==> src/rtl/xalu_ctrl.sv <==
// Issue controller for the HI/LO multiply/divide unit: captures E-stage requests,
// presents them one cycle later, tracks unit latency and stalls D on HI/LO hazards.
module xalu_ctrl #(
  parameter int MUL_CYC = 4,
  parameter int DIV_CYC = 9
) (
  input  logic        clk,
  input  logic        reset,
  input  logic        IntReq,
  input  logic        e_valid,
  input  logic [2:0]  e_op,
  input  logic [31:0] e_a,
  input  logic [31:0] e_b,
  input  logic        d_md_use,
  input  logic        xalu_busy,
  output logic        xalu_start,
  output logic [2:0]  xalu_op,
  output logic [31:0] xalu_a,
  output logic [31:0] xalu_b,
  output logic        stall_d,
  output logic        md_busy,
  output logic        issue_err
);

  typedef enum logic [1:0] {
    S_IDLE = 2'd0,
    S_PEND = 2'd1,
    S_RUN  = 2'd2
  } state_t;

  localparam logic [2:0] OP_NOP  = 3'b111;
  localparam logic [2:0] OP_MTHI = 3'b100;
  localparam logic [2:0] OP_MTLO = 3'b101;
  localparam logic [3:0] MUL_CNT = 4'(MUL_CYC);
  localparam logic [3:0] DIV_CNT = 4'(DIV_CYC);

  state_t      state_q, state_d;
  logic [3:0]  cnt_q, cnt_d;
  logic [2:0]  op_q, op_d;
  logic [31:0] a_q, a_d;
  logic [31:0] b_q, b_d;
  logic        err_q, err_d;

  // True for mult/multu/div/divu, the ops that occupy the unit for several cycles.
  function automatic logic is_long_op(input logic [2:0] op);
    return (op[2] == 1'b0);
  endfunction

  // True only for mthi/mtlo; other upper encodings are never forwarded to the unit.
  function automatic logic is_move_op(input logic [2:0] op);
    return (op == OP_MTHI) || (op == OP_MTLO);
  endfunction

  // State, counter, latched request and sticky error registers.
  always_ff @(posedge clk) begin
    if (reset) begin
      state_q <= S_IDLE;
      cnt_q   <= 4'd0;
      op_q    <= OP_NOP;
      a_q     <= 32'd0;
      b_q     <= 32'd0;
      err_q   <= 1'b0;
    end else begin
      state_q <= state_d;
      cnt_q   <= cnt_d;
      op_q    <= op_d;
      a_q     <= a_d;
      b_q     <= b_d;
      err_q   <= err_d;
    end
  end

  // Next-state logic and the combinational START/op presented in PEND.
  always_comb begin
    state_d    = state_q;
    cnt_d      = cnt_q;
    op_d       = op_q;
    a_d        = a_q;
    b_d        = b_q;
    err_d      = err_q | (e_valid & (state_q != S_IDLE));
    xalu_start = 1'b0;
    xalu_op    = OP_NOP;
    case (state_q)
      S_IDLE: begin
        if (e_valid) begin
          op_d    = e_op;
          a_d     = e_a;
          b_d     = e_b;
          state_d = S_PEND;
        end else begin
          state_d = S_IDLE;
        end
      end
      S_PEND: begin
        state_d = S_IDLE;
        if (IntReq) begin
          xalu_op = OP_NOP;
        end else if (is_long_op(op_q)) begin
          xalu_start = 1'b1;
          xalu_op    = op_q;
          state_d    = S_RUN;
          cnt_d      = op_q[1] ? DIV_CNT : MUL_CNT;
        end else if (is_move_op(op_q)) begin
          xalu_op = op_q;
        end else begin
          xalu_op = OP_NOP;
        end
      end
      S_RUN: begin
        cnt_d = cnt_q - 4'd1;
        // Counter alone ends RUN; xalu_busy only feeds the stall.
        if (cnt_q <= 4'd1) begin
          state_d = S_IDLE;
        end else begin
          state_d = S_RUN;
        end
      end
      default: begin
        state_d = S_IDLE;
        cnt_d   = 4'd0;
      end
    endcase
  end

  assign xalu_a    = a_q;
  assign xalu_b    = b_q;
  assign md_busy   = (state_q != S_IDLE);
  assign issue_err = err_q;
  // Deliberately independent of xalu_start to avoid a loop through the unit.
  assign stall_d   = d_md_use & (e_valid | (state_q != S_IDLE) | xalu_busy);

endmodule

==> config.mk <==
export PLATFORM = sky130hd
export DESIGN_NAME = xalu_ctrl
export DESIGN_NICKNAME = d
export VERILOG_FILES = /design/src/rtl/xalu_ctrl.sv
export SDC_FILE = /design/constraint.sdc
export NUM_CORES = 1
export LEC_CHECK = 0
export CORE_MARGIN = 4
export CORE_UTILIZATION = 42
export DETAILED_ROUTE_END_ITERATION = 8
export PLACE_DENSITY = 0.85
export SETUP_SLACK_MARGIN = 0.02
export SYNTH_ARGS = -nofsm -noshare
export SYNTH_HDL_FRONTEND = slang
export SYNTH_SLANG_ARGS = --single-unit
==> constraint.sdc <==
create_clock -name clk -period 2.67 [get_ports clk]
set_input_delay 0.267 -clock clk [delete_from_list [all_inputs] [get_ports clk]]
set_output_delay 0.267 -clock clk [all_outputs]
set_load 0.01 [all_outputs]
==> metrics, run 1 <==
number of hold buffers added after cts=0; shortest clock period the worst path allows after layout=~2.3 ns; total half-perimeter wirelength after legalization and detailed placement=approximately 5.7 mm; number of antenna repair diodes=0; Cells after Synth=346; largest driver fanout on the critical path=11; Slew headroom=between 50 and 60%; Levels on crit path=5; net count after synthesis=roughly 430; Period Utilization, post-route=between 80 and 90%; post-CTS repair timing setup buffer count=0; kind of end point of the critical path=output port; warnings from Yosys=0; final setup vio count=0; Leak=approximately 1.7 nW; slowest library cell on the worst path=sky130_fd_sc_hd__clkdlybuf4s50_1; Post-CTS Resized=0; # clock sinks=74; worst flop-to-flop path startpoint=state_q[0]; number of nets in the layout=560; standard-cell row count=29; unrepaired setup endpoints after global routing=no; full die area=between 0.007 and 0.008 mm^2; nature of the critical path startpoint=flip-flop; cell at the root of the clock tree=sky130_fd_sc_hd__clkbuf_8; largest net degree at the start of global routing=50; ANT nets after route=0; worst-case register-to-register setup slack=0.67 ns; Slowest Stage Delay on Critical Path=about 0.5 ns; Routability Congestion=between 0.7 and 0.8; Remaining DRCs=0; total count of max-transition violations in the final report=0; latest clock arrival within the worst-skew pair=0.33 ns; most frequent cell on the critical path=sky130_fd_sc_hd__inv_1; vias per cell=roughly 4.9; Detailed Routing Iterations Pass 1=4; Clock Path Buffers=2; DR iter-0 viols=~100; final hold vios=0; vertical die dimension=around 89 um; Min-Delay Endpoint=issue_err; routed wire length=slightly below 8 mm; fraction of final layout cells sized beyond drive strength 1=roughly 5%; total buffers and inverters traversed by the critical path=3; Worst path top cell family by delay=buffers and inverters; initial cell density of the core=between 40% and 50%; H-tree levels=3; number of cells on the worst hold path=2; number of violations of the max-capacitance limit=0; end of the worst register-to-register path=xalu_b[17]; sequential area share after synthesis=53.97%; Layout area overhead=59.98%; sum of negative setup slack=0 ns; cell area after technology mapping=0.002745 mm^2; largest clock skew in the final design=around 0.0042 ns; final global-route overflow total=0; worst path required time=2.40 ns; sum of internal, switching and leakage power=2.435 mW; cell-by-cell trace of the critical path=inv_1 > ha_1 > inv_1 > o31a_1 > clkdlybuf4s50_1; Max rail drop VDD=approximately 0.38 mV; highest clock rate=426.1 MHz; via count=about 2800; first-pass GRT wire length=12.32 mm; overall routing resource usage=20.19%; clock tree from TritonCTS=built; core outline area=around 0.0063 mm^2; vias in the first global route=around 2600; count of pins on the block boundary=roughly 140; category of the most critical setup path=flip-flop to output port; actual slew at the worst max-slew pin=0.7264 ns; Worst Reg2Reg Path Length in Cells=6; post-DR wirelength/cell=14.14 um; worst min-delay path startpoint=reset; Netlist cell types=26; power per cell area=554.4 mW/mm^2; number of CTS-inserted buffers=9; Arrival @ worst endpoint=roughly 2.1 ns; result of the run=finished clean; synthesized area divided by synthesized cell count=7.934 um^2; count of fill cells added during filler insertion=a little over 500; post-route worst hold slack=between 0.3 and 0.4 ns; Die X-Extent=about 89 um; flops & latches, synth=74; Hold Crit Class=input pin to flip-flop; clock transition at the registers of the reported paths=roughly 0.07 ns; port bufs=~140; antenna violations before repair=0
==> placed cells by master (no fill, tap or decap), types with 3 or more instances in the layout <==
cell type,instances
sky130_fd_sc_hd__a21oi_1,67
sky130_fd_sc_hd__inv_1,6
sky130_fd_sc_hd__clkdlybuf4s50_1,142
sky130_fd_sc_hd__dfxtp_1,74
sky130_fd_sc_hd__ha_1,6
sky130_fd_sc_hd__clkbuf_8,9
sky130_fd_sc_hd__or4_1,3
sky130_fd_sc_hd__nand3b_1,3
sky130_fd_sc_hd__nor2_1,3
sky130_fd_sc_hd__clkbuf_1,4
sky130_fd_sc_hd__nand2_1,137
sky130_fd_sc_hd__o21ai_0,4
sky130_fd_sc_hd__buf_4,5
==> how the worst max path moves through the flow <==
stage | startpoint | endpoint | slack, ns
2_1_floorplan | state_q[0] | cnt_q[0] | 1.09
3_5_place_dp | IntReq | xalu_start | 0.56
3_3_place_gp | IntReq | xalu_start | 0.58
5_1_grt | state_q[0] | stall_d | 0.19
4_1_cts | state_q[0] | stall_d | 0.30
6_report | state_q[0] | stall_d | 0.32
==> per-stage QoR <==
| stage | utilization (%) | cell area, um^2 | std cells | setup slack [ns] |
|---|---|---|---|---|
| finish | 69.16 | 4392 | 563 | 0.3232 |
| global route | 69.16 | 4392 | 563 | 0.1929 |
| CTS | 69.16 | 4392 | 563 | 0.3048 |
| detailed placement | 66.34 | 4213 | 547 | 0.5639 |
| global placement | 66.34 | 4213 | 547 | 0.5760 |
| floorplan | - | 2745 | 346 | 1.085 |
==> routing by layer <==
metal  part of all wire [%]  track usage [%]  wire (um)
met4                    1.8            7.280        145
met5                      0                0          0
met1                     39            22.48       3088
met3                     12            8.194        926
met2                     48            34.62       3799
==> sequential cells by signal, summed over array words and instances (netlist names) <==
register	cells
cnt_q	4
issue_err	1
op_q	3
state_q	2
xalu_a	32
xalu_b	32
==> synth_stat cells <==
master	count	area share [%]
sky130_fd_sc_hd__nor2_1	3	0.41
sky130_fd_sc_hd__and2_1	1	0.23
sky130_fd_sc_hd__buf_1	2	0.27
sky130_fd_sc_hd__a211oi_1	1	0.27
sky130_fd_sc_hd__o21ai_0	4	0.73
sky130_fd_sc_hd__or3b_2	2	0.64
sky130_fd_sc_hd__o31ai_1	2	0.55
sky130_fd_sc_hd__nand3b_1	3	0.82
sky130_fd_sc_hd__nand4_1	1	0.23
sky130_fd_sc_hd__a31oi_1	2	0.46
sky130_fd_sc_hd__inv_1	6	0.82
sky130_fd_sc_hd__o31a_1	1	0.32
sky130_fd_sc_hd__nor3b_1	1	0.27
sky130_fd_sc_hd__nor2b_1	2	0.46
sky130_fd_sc_hd__ha_1	6	2.7
sky130_fd_sc_hd__o21a_1	1	0.27
sky130_fd_sc_hd__or4b_2	1	0.36
sky130_fd_sc_hd__clkbuf_1	17	2.3
sky130_fd_sc_hd__nand2_1	138	19
sky130_fd_sc_hd__o311a_2	1	0.41
sky130_fd_sc_hd__or4_2	1	0.32
sky130_fd_sc_hd__a21oi_1	67	12
sky130_fd_sc_hd__or4_1	3	0.82
sky130_fd_sc_hd__dfxtp_1	74	54
sky130_fd_sc_hd__buf_2	5	0.91
sky130_fd_sc_hd__xor2_1	1	0.32
==> kinds of logic after synthesis <==
group	share of synthesized area, %
flops	53.97
fa+ha+maj	2.735
xor+xnor	0.3191
buf+inv	4.330
simple gates	23.43
compound gates	15.22
==> layout make-up <==
cell class                      instances  area, um^2  share of cell area (%)
Clock buffer                           13       138.9                   3.162
Clock inverter                          3       40.04                  0.9117
Inverter                                6       22.52                  0.5128
Multi-Input combinational cell        242        1149                   26.15
Sequential cell                        74        1481                   33.73
Tap cell                               77       96.34                   2.194
Timing Repair Buffer                  148        1464                   33.33
==> worst reg2reg max path: cells and delay by family (launching register included) <==
family / cells / cell delay [ns]
flops: 1 / 0.36
buf+inv: 2 / 0.42
simple gates: 2 / 0.67
fa+ha+maj: 1 / 0.32
compound gates: 1 / 0.15
==> power breakdown <==
group / total [mW] / switching [mW] / internal (mW)
Clock: 0.809 / 0.379 / 0.431
Combinational: 0.426 / 0.185 / 0.241
Sequential: 1.20 / 0.0319 / 1.17
Total: 2.43 / 0.595 / 1.84
No activity file was read; power rests on OpenSTA's default activity.
==> run 2, diff against run 1 <==
--- a/config.mk
+++ b/config.mk
@@ -8,6 +8,7 @@
 export CORE_MARGIN = 4
 export CORE_UTILIZATION = 42
 export DETAILED_ROUTE_END_ITERATION = 8
+export GPL_TIMING_DRIVEN = 1
 export PLACE_DENSITY = 0.85
 export SETUP_SLACK_MARGIN = 0.02
 export SYNTH_ARGS = -nofsm -noshare
==> results of run 2 <==
Same layout as run 1: the final DEF is identical, and so are final timing and power.
==> run 3, diff against run 2 <==
--- a/config.mk
+++ b/config.mk
@@ -10,7 +10,6 @@
 export DETAILED_ROUTE_END_ITERATION = 8
 export GPL_TIMING_DRIVEN = 1
 export PLACE_DENSITY = 0.85
-export SETUP_SLACK_MARGIN = 0.02
 export SYNTH_ARGS = -nofsm -noshare
 export SYNTH_HDL_FRONTEND = slang
 export SYNTH_SLANG_ARGS = --single-unit
==> results of run 3 <==
Same layout as run 1: the final DEF is identical, and so are final timing and power.
